**config.mk**
```make
export PLATFORM = sky130hd
export DESIGN_NAME = keyboard_cmd_sender_flat
export DESIGN_NICKNAME = d
export VERILOG_FILES = /design/src/rtl/keyboard_cmd_sender_if.sv /design/src/rtl/keyboard_cmd_sender.sv /design/src/flat_wrapper.sv
export SDC_FILE = /design/constraint.sdc
export NUM_CORES = 1
export LEC_CHECK = 0
export CORE_MARGIN = 3
export CORE_UTILIZATION = 57
export DETAILED_ROUTE_END_ITERATION = 10
export PLACE_DENSITY_LB_ADDON = 0.05
export SLEW_MARGIN = 20
export SYNTH_ARGS = -nofsm -noshare
export SYNTH_HDL_FRONTEND = slang
export SYNTH_SLANG_ARGS = --single-unit
```
**constraint.sdc**
```tcl
create_clock -name clk -period 2.76 [get_ports clk]
set_input_delay 0.552 -clock clk [delete_from_list [all_inputs] [get_ports clk]]
set_output_delay 0.552 -clock clk [all_outputs]
set_load 0.01 [all_outputs]
```
**src/rtl/keyboard_cmd_sender_if.sv**
```systemverilog
// keyboard_cmd_sender_if
//   Byte-level link between keyboard_cmd_sender and the ps2_host block.
//   master: the command sender (drives tx_data/tx_valid, receives responses).
//   slave : the ps2_host side (accepts transmit bytes, delivers received bytes).
//   Signals:
//     tx_data  [7:0] byte to transmit to the keyboard
//     tx_valid       tx_data is valid, held until tx_ready
//     tx_ready       ps2_host accepts tx_data this cycle
//     rx_data  [7:0] byte received from the keyboard
//     rx_ready       rx_data valid for this cycle only
interface keyboard_cmd_sender_if;
  logic [7:0] tx_data;
  logic       tx_valid;
  logic       tx_ready;
  logic [7:0] rx_data;
  logic       rx_ready;

  modport master (output tx_data, output tx_valid, input tx_ready,
                  input rx_data, input rx_ready);
  modport slave  (input tx_data, input tx_valid, output tx_ready,
                  output rx_data, output rx_ready);
endinterface

```
**src/rtl/keyboard_cmd_sender.sv**
```systemverilog
// keyboard_cmd_sender
//   Host-to-keyboard command sequencer. Turns keyboard-reset and set-LED
//   requests into PS/2 command bytes, checks the keyboard's ACK / RESEND /
//   BAT responses, retries on RESEND or response timeout, and reports
//   completion (done) or failure (error + err_code) to the game logic.
//   Optional build macro: KBD_CMD_AUTO_INIT_EN -- when defined, the first
//   cycle after reset release acts as a simultaneous req_reset + req_leds(000).
//   Ports:
//     clk, reset (async, active low)
//     req_reset, req_leds, leds[2:0]  request pulses and LED value
//     ps2 (master modport)            tx/rx byte link to ps2_host
//     busy                            not idle
//     done, error                     one-cycle completion / failure pulses
//     err_code[1:0]                   01 no ACK, 10 BAT fail, 11 BAT timeout
//     leds_state[2:0]                 last LED value acknowledged
module keyboard_cmd_sender #(
  parameter int unsigned TIMEOUT_CYCLES     = 32'd2_500_000,
  parameter int unsigned BAT_TIMEOUT_CYCLES = 32'd50_000_000,
  parameter int unsigned MAX_RETRIES        = 32'd3
) (
  input  logic       clk,
  input  logic       reset,
  input  logic       req_reset,
  input  logic       req_leds,
  input  logic [2:0] leds,
  keyboard_cmd_sender_if.master ps2,
  output logic       busy,
  output logic       done,
  output logic       error,
  output logic [1:0] err_code,
  output logic [2:0] leds_state
);

  localparam int unsigned CNT_MAX = (BAT_TIMEOUT_CYCLES > TIMEOUT_CYCLES) ?
                                    BAT_TIMEOUT_CYCLES : TIMEOUT_CYCLES;
  localparam int CW = $clog2(CNT_MAX + 32'd1);
  localparam int RW = $clog2(MAX_RETRIES + 32'd2);

  localparam logic [2:0] S_IDLE      = 3'd0;
  localparam logic [2:0] S_SEND_CMD  = 3'd1;
  localparam logic [2:0] S_WAIT_ACK1 = 3'd2;
  localparam logic [2:0] S_SEND_ARG  = 3'd3;
  localparam logic [2:0] S_WAIT_ACK2 = 3'd4;
  localparam logic [2:0] S_WAIT_BAT  = 3'd5;

  localparam logic [7:0] CMD_RESET    = 8'hFF;
  localparam logic [7:0] CMD_LEDS     = 8'hED;
  localparam logic [7:0] RSP_ACK      = 8'hFA;
  localparam logic [7:0] RSP_RESEND   = 8'hFE;
  localparam logic [7:0] RSP_BAT_OK   = 8'hAA;
  localparam logic [7:0] RSP_BAT_FAIL = 8'hFC;

  logic [2:0]    state_q, state_d;
  logic [7:0]    tx_data_q, tx_data_d;
  logic          tx_valid_q, tx_valid_d;
  logic [2:0]    arg_q, arg_d;
  logic          pend_q, pend_d;
  logic [2:0]    pend_leds_q, pend_leds_d;
  logic [RW-1:0] retry_q, retry_d;
  logic [CW-1:0] cnt_q, cnt_d;
  logic          busy_q, busy_d;
  logic          done_q, done_d;
  logic          error_q, error_d;
  logic [1:0]    err_code_q, err_code_d;
  logic [2:0]    leds_state_q, leds_state_d;

  logic          eff_req_reset_s;
  logic          eff_req_leds_s;
  logic [2:0]    eff_leds_s;
  logic          ack_s, resend_s, timeout_s, bat_timeout_s;

`ifdef KBD_CMD_AUTO_INIT_EN
  logic init_q, init_d;
  assign init_d = 1'b0;

  // One-shot flag that is set by reset and injects the power-up requests.
  always_ff @(posedge clk or negedge reset) begin
    if (!reset) init_q <= 1'b1;
    else        init_q <= init_d;
  end

  assign eff_req_reset_s = req_reset | init_q;
  assign eff_req_leds_s  = req_leds | init_q;
  assign eff_leds_s      = init_q ? 3'b000 : leds;
`else
  assign eff_req_reset_s = req_reset;
  assign eff_req_leds_s  = req_leds;
  assign eff_leds_s      = leds;
`endif

  assign ack_s         = ps2.rx_ready && (ps2.rx_data == RSP_ACK);
  assign resend_s      = ps2.rx_ready && (ps2.rx_data == RSP_RESEND);
  assign timeout_s     = (cnt_q == CW'(TIMEOUT_CYCLES - 32'd1));
  assign bat_timeout_s = (cnt_q == CW'(BAT_TIMEOUT_CYCLES - 32'd1));

  // Next-state and output computation for the command sequencer.
  always_comb begin
    state_d      = state_q;
    tx_data_d    = tx_data_q;
    tx_valid_d   = tx_valid_q;
    arg_d        = arg_q;
    pend_d       = pend_q;
    pend_leds_d  = pend_leds_q;
    retry_d      = retry_q;
    cnt_d        = cnt_q;
    done_d       = 1'b0;
    error_d      = 1'b0;
    err_code_d   = err_code_q;
    leds_state_d = leds_state_q;

    // LED requests arriving while busy are parked; the latest one wins.
    if (state_q != S_IDLE && eff_req_leds_s) begin
      pend_d      = 1'b1;
      pend_leds_d = eff_leds_s;
    end else begin
      pend_d      = pend_q;
    end

    case (state_q)
      S_IDLE: begin
        if (eff_req_reset_s) begin
          state_d    = S_SEND_CMD;
          tx_data_d  = CMD_RESET;
          tx_valid_d = 1'b1;
          retry_d    = {RW{1'b0}};
          err_code_d = 2'b00;
          if (eff_req_leds_s) begin
            pend_d      = 1'b1;
            pend_leds_d = eff_leds_s;
          end else begin
            pend_d      = pend_q;
          end
        end else if (eff_req_leds_s || pend_q) begin
          // A fresh request is newer than anything parked, so it takes precedence.
          state_d    = S_SEND_CMD;
          tx_data_d  = CMD_LEDS;
          tx_valid_d = 1'b1;
          retry_d    = {RW{1'b0}};
          err_code_d = 2'b00;
          arg_d      = eff_req_leds_s ? eff_leds_s : pend_leds_q;
          pend_d     = 1'b0;
        end else begin
          state_d    = S_IDLE;
        end
      end
      S_SEND_CMD, S_SEND_ARG: begin
        if (ps2.tx_ready) begin
          tx_valid_d = 1'b0;
          cnt_d      = {CW{1'b0}};
          state_d    = (state_q == S_SEND_CMD) ? S_WAIT_ACK1 : S_WAIT_ACK2;
        end else begin
          tx_valid_d = 1'b1;
        end
      end
      S_WAIT_ACK1, S_WAIT_ACK2: begin
        cnt_d = cnt_q + CW'(1);
        if (ack_s) begin
          if (state_q == S_WAIT_ACK2) begin
            leds_state_d = arg_q;
            done_d       = 1'b1;
            state_d      = S_IDLE;
          end else if (tx_data_q == CMD_LEDS) begin
            state_d    = S_SEND_ARG;
            tx_data_d  = {5'b00000, arg_q};
            tx_valid_d = 1'b1;
            retry_d    = {RW{1'b0}};
          end else begin
            state_d = S_WAIT_BAT;
            cnt_d   = {CW{1'b0}};
          end
        end else if (resend_s || timeout_s) begin
          // Retransmit the byte still held in tx_data_q unless retries are spent.
          if (retry_q == RW'(MAX_RETRIES)) begin
            error_d    = 1'b1;
            err_code_d = 2'b01;
            state_d    = S_IDLE;
          end else begin
            retry_d    = retry_q + RW'(1);
            tx_valid_d = 1'b1;
            state_d    = (state_q == S_WAIT_ACK1) ? S_SEND_CMD : S_SEND_ARG;
          end
        end else begin
          state_d = state_q;
        end
      end
      S_WAIT_BAT: begin
        cnt_d = cnt_q + CW'(1);
        if (ps2.rx_ready && ps2.rx_data == RSP_BAT_OK) begin
          done_d       = 1'b1;
          leds_state_d = 3'b000;
          state_d      = S_IDLE;
        end else if (ps2.rx_ready && ps2.rx_data == RSP_BAT_FAIL) begin
          error_d    = 1'b1;
          err_code_d = 2'b10;
          state_d    = S_IDLE;
        end else if (bat_timeout_s) begin
          error_d    = 1'b1;
          err_code_d = 2'b11;
          state_d    = S_IDLE;
        end else begin
          state_d = S_WAIT_BAT;
        end
      end
      default: begin
        state_d    = S_IDLE;
        tx_valid_d = 1'b0;
      end
    endcase

    busy_d = (state_d != S_IDLE);
  end

  // State and output registers.
  always_ff @(posedge clk or negedge reset) begin
    if (!reset) begin
      state_q      <= S_IDLE;
      tx_data_q    <= 8'h00;
      tx_valid_q   <= 1'b0;
      arg_q        <= 3'b000;
      pend_q       <= 1'b0;
      pend_leds_q  <= 3'b000;
      retry_q      <= {RW{1'b0}};
      cnt_q        <= {CW{1'b0}};
      busy_q       <= 1'b0;
      done_q       <= 1'b0;
      error_q      <= 1'b0;
      err_code_q   <= 2'b00;
      leds_state_q <= 3'b000;
    end else begin
      state_q      <= state_d;
      tx_data_q    <= tx_data_d;
      tx_valid_q   <= tx_valid_d;
      arg_q        <= arg_d;
      pend_q       <= pend_d;
      pend_leds_q  <= pend_leds_d;
      retry_q      <= retry_d;
      cnt_q        <= cnt_d;
      busy_q       <= busy_d;
      done_q       <= done_d;
      error_q      <= error_d;
      err_code_q   <= err_code_d;
      leds_state_q <= leds_state_d;
    end
  end

  assign ps2.tx_data  = tx_data_q;
  assign ps2.tx_valid = tx_valid_q;
  assign busy         = busy_q;
  assign done         = done_q;
  assign error        = error_q;
  assign err_code     = err_code_q;
  assign leds_state   = leds_state_q;

endmodule

```
**src/flat_wrapper.sv**
```systemverilog
// flat-port wrapper written by rule: the top's interface ports become plain ports
module keyboard_cmd_sender_flat 
#(
  parameter int unsigned TIMEOUT_CYCLES     = 32'd2_500_000,
  parameter int unsigned BAT_TIMEOUT_CYCLES = 32'd50_000_000,
  parameter int unsigned MAX_RETRIES        = 32'd3
)
  (clk, reset, req_reset, req_leds, leds, busy, done, error, err_code, leds_state, ps2_tx_data, ps2_tx_valid, ps2_tx_ready, ps2_rx_data, ps2_rx_ready);
  keyboard_cmd_sender_if ps2_i ();
  input  logic clk;
  input  logic reset;
  input  logic req_reset;
  input  logic req_leds;
  input  logic [2:0] leds;
  output logic busy;
  output logic done;
  output logic error;
  output logic [1:0] err_code;
  output logic [2:0] leds_state;
  output wire logic [$bits(ps2_i.tx_data)-1:0] ps2_tx_data;
  output wire logic [$bits(ps2_i.tx_valid)-1:0] ps2_tx_valid;
  input wire logic [$bits(ps2_i.tx_ready)-1:0] ps2_tx_ready;
  input wire logic [$bits(ps2_i.rx_data)-1:0] ps2_rx_data;
  input wire logic [$bits(ps2_i.rx_ready)-1:0] ps2_rx_ready;
  assign ps2_tx_data = ps2_i.tx_data;
  assign ps2_tx_valid = ps2_i.tx_valid;
  assign ps2_i.tx_ready = ps2_tx_ready;
  assign ps2_i.rx_data = ps2_rx_data;
  assign ps2_i.rx_ready = ps2_rx_ready;
  keyboard_cmd_sender #(.TIMEOUT_CYCLES(TIMEOUT_CYCLES), .BAT_TIMEOUT_CYCLES(BAT_TIMEOUT_CYCLES), .MAX_RETRIES(MAX_RETRIES)) u_core (.clk(clk), .reset(reset), .req_reset(req_reset), .req_leds(req_leds), .leds(leds), .ps2(ps2_i), .busy(busy), .done(done), .error(error), .err_code(err_code), .leds_state(leds_state));
endmodule
```
==> metrics.yaml <==
worst_hold_slack_ns: 0.287
fillers: 436
reg2reg_depth: 6
synth_edf_count: 0
routedWlPerCell_um: 15.9
dp_hpwl_um: 5510
die_h_um: 80.3
cts_setup_buffers: 0
timing.final.max_slew_violations: 0
synthCells: 347
drc_errors: 0
root_buffer: "clkbuf_8"
diodes: 0
rsz0062_at_grt: "false"
area_growth_pct: 16.9
status: "completed"
clock_sinks: 53
setup_slack_ns: 0.451
finalInstanceArea_um2: 3680
clkSlewWorstSetupHoldPaths_ns: 0.10
netlist_area_um2: 3150
r2r_start: "u_core.state_q[1]"
yosysSeqAreaShare_pct: 42.1
clock_latency_ns: 0.30
drt-total-wl_um: 7260
io_pins: 34
gp_congestion: 0.856
yosys.area.top_type: "dfrtp_1"
arrival_ns: 2.47
fp-row-count: 26
cp_slowest_cell: "clkdlybuf4s50_1"
fmax_ghz: 0.433
start_kind: "primary input"
cts_made_buffers: 5
grt_usage_pct: 24.6
setup_viol: 0
path_max_fanout: 4
crit_path_start: "ps2_rx_data[6]"
initial_core_util_pct: 60.2
synth_top_area_share_pct: 42.1
fin_skew_ns: 0.00791
power_density_nw_per_um2: 785
regToRegSetupSlack_ns: 0.48
postSynth.asyncResetShare_pct: 100
grt-ovfl-total: 0
fin_nets: 404
p_leak_nw: 1.58
crit_end: "u_core.busy"
ir_drop_uv: 529
dr_total_vias: 2758
worst-path-buf-inv: 1
worstPathRequired_ns: 2.92
slew_headroom_pct: 45.9
antenna_found_initial: 0
period_share_pct: 83.7
grt_pass1_wl_um: 12500
grt_max_degree: 33
dpl_cell_area_um2: 3590
ys_seq_elements: 53
yosys_warnings: 0
grt_pass1_vias: 2627
antenna_left: 0
die_area_um2: 6460
syn_avg_cell_area_um2: 9.08
htree_levels: 2
slowest_delay_ns: 0.54
synth.net_count: 367
synth_cell_types: 63
cap_violations: 0
synth_area_leaders: "dfrtp_1 (42%), nor2_1 (4.5%), nand2_1 (3.8%)"
cts_resized: 0
layout_commonest_cell: "dfrtp_1"
cp_num_cells: 6
fp.dieW_um: 80.3
fin_crit_ns: 2.31
total_power_w: 0.00289
portBuffers: 33
drt_iter0_markers: 219
synthFlopType: "dfrtp_1"
worstMarginPinSlew_ns: 0.806
core_area_um2: 5240
dp_slack_ns: 0.137
hold_path_class: "primary input to asynchronous set/reset pin"
tns_ns: 0
hold_buffers: 0
first_pass_iters: 4
drive_above_1_share_pct: 9.61
hold_viol: 0
crit_chain: "clkdlybuf4s50_1 -> nand4_2 -> o311ai_0 -> a21oi_1 -> a221oi_1 -> nand4_1"
cts_max_path_buffers: 2
path_class: "primary input to register"
r2r_end: "u_core.cnt_q[13]"
cts_tree: "yes"
critPathTopFamily: "compound AO/OA/AOI/OAI gates"
via_per_inst: 6.06
layout_common_cells: "dfrtp_1 (53), nor2_1 (38), nand2_1 (32), clkdlybuf4s50_1 (32), inv_1 (20)"
cp-end-kind: "register"
-- cell families after synthesis --
kind of cell             Yosys count  share of synthesized area [%]
multiplexers                      16                           5.28
AND/OR/NAND/NOR                  153                           26.0
adder cells (fa/ha/maj)            3                           1.19
XOR/XNOR                          18                           5.00
buffers and inverters             37                           5.16
flip-flops                        53                           42.1
AO/OA/AOI/OAI                     67                           15.3
-- through the flow --
stage	utilization, %	cells
final	70.3	455
after global routing	70.3	455
after CTS	70.3	455
after detailed placement	68.6	447
after global placement	68.6	447
after floorplan	-	347
-- Yosys cell counts, drive strengths merged (3+ instances only) --
library cell,count
a21o,3
a21oi,12
a22oi,3
a2bb2oi,3
a31oi,4
and2,7
and4,7
buf,9
clkbuf,8
dfrtp,53
ha,3
inv,20
mux2,5
mux2i,11
nand2,32
nand2b,4
nand3,14
nand4,12
nor2,38
nor3,12
nor4,5
o21ai,14
o21bai,3
o31ai,5
or3,4
xnor2,10
xor2,8
-- area by class of cell --
class	count	area [um^2]	area share, %
multi-input combinational	257	1660	45.1
timing repair buffer	47	443	12.0
clock inverter	3	21.3	0.577
inverter	20	75.1	2.04
sequential	53	1330	36.0
clock buffer	5	68.8	1.87
tap	70	87.6	2.38
-- metal layers --
layer / GRT usage (%) / part of all wire, % / wire length [um]
met2: 38.7 / 47 / 3430
met1: 35.0 / 45 / 3300
met3: 4.71 / 6.2 / 448
met5: 0 / 0 / 0
met4: 6.42 / 1.1 / 82
-- state kept, by name, summed over array words and instances (netlist names) --
signal               count
u_core.err_code          2
u_core.arg_q             3
u_core.error             1
u_core.leds_state        3
u_core.ps2.tx_valid      1
u_core.state_q           3
u_core.busy              1
u_core.pend_q            1
u_core.retry_q           3
u_core.done              1
u_core.pend_leds_q       3
u_core.ps2.tx_data       5
u_core.cnt_q            26
-- where the power goes --
part / leakage, nW / switching [W] / internal, W
combinational: 0.861 / 0.000725 / 0.000608
sequential: 0.675 / 0.000176 / 0.000935
clock: 0.0445 / 0.000265 / 0.000181
-- worst min-delay path by stage --
stage | endpoint | depth (start not counted) | from | slack [ns]
global route | u_core.cnt_q[17] | 1 | reset | 0.36
CTS | u_core.cnt_q[17] | 1 | reset | 0.31
global placement | u_core.retry_q[0] | 1 | u_core.retry_q[0] | 0.47
finish | u_core.cnt_q[21] | 1 | reset | 0.29
floorplan | u_core.arg_q[0] | 0 | reset | 0.26
detailed placement | u_core.pend_leds_q[2] | 1 | u_core.pend_leds_q[2] | 0.50
(Power assumes the default switching activity.)
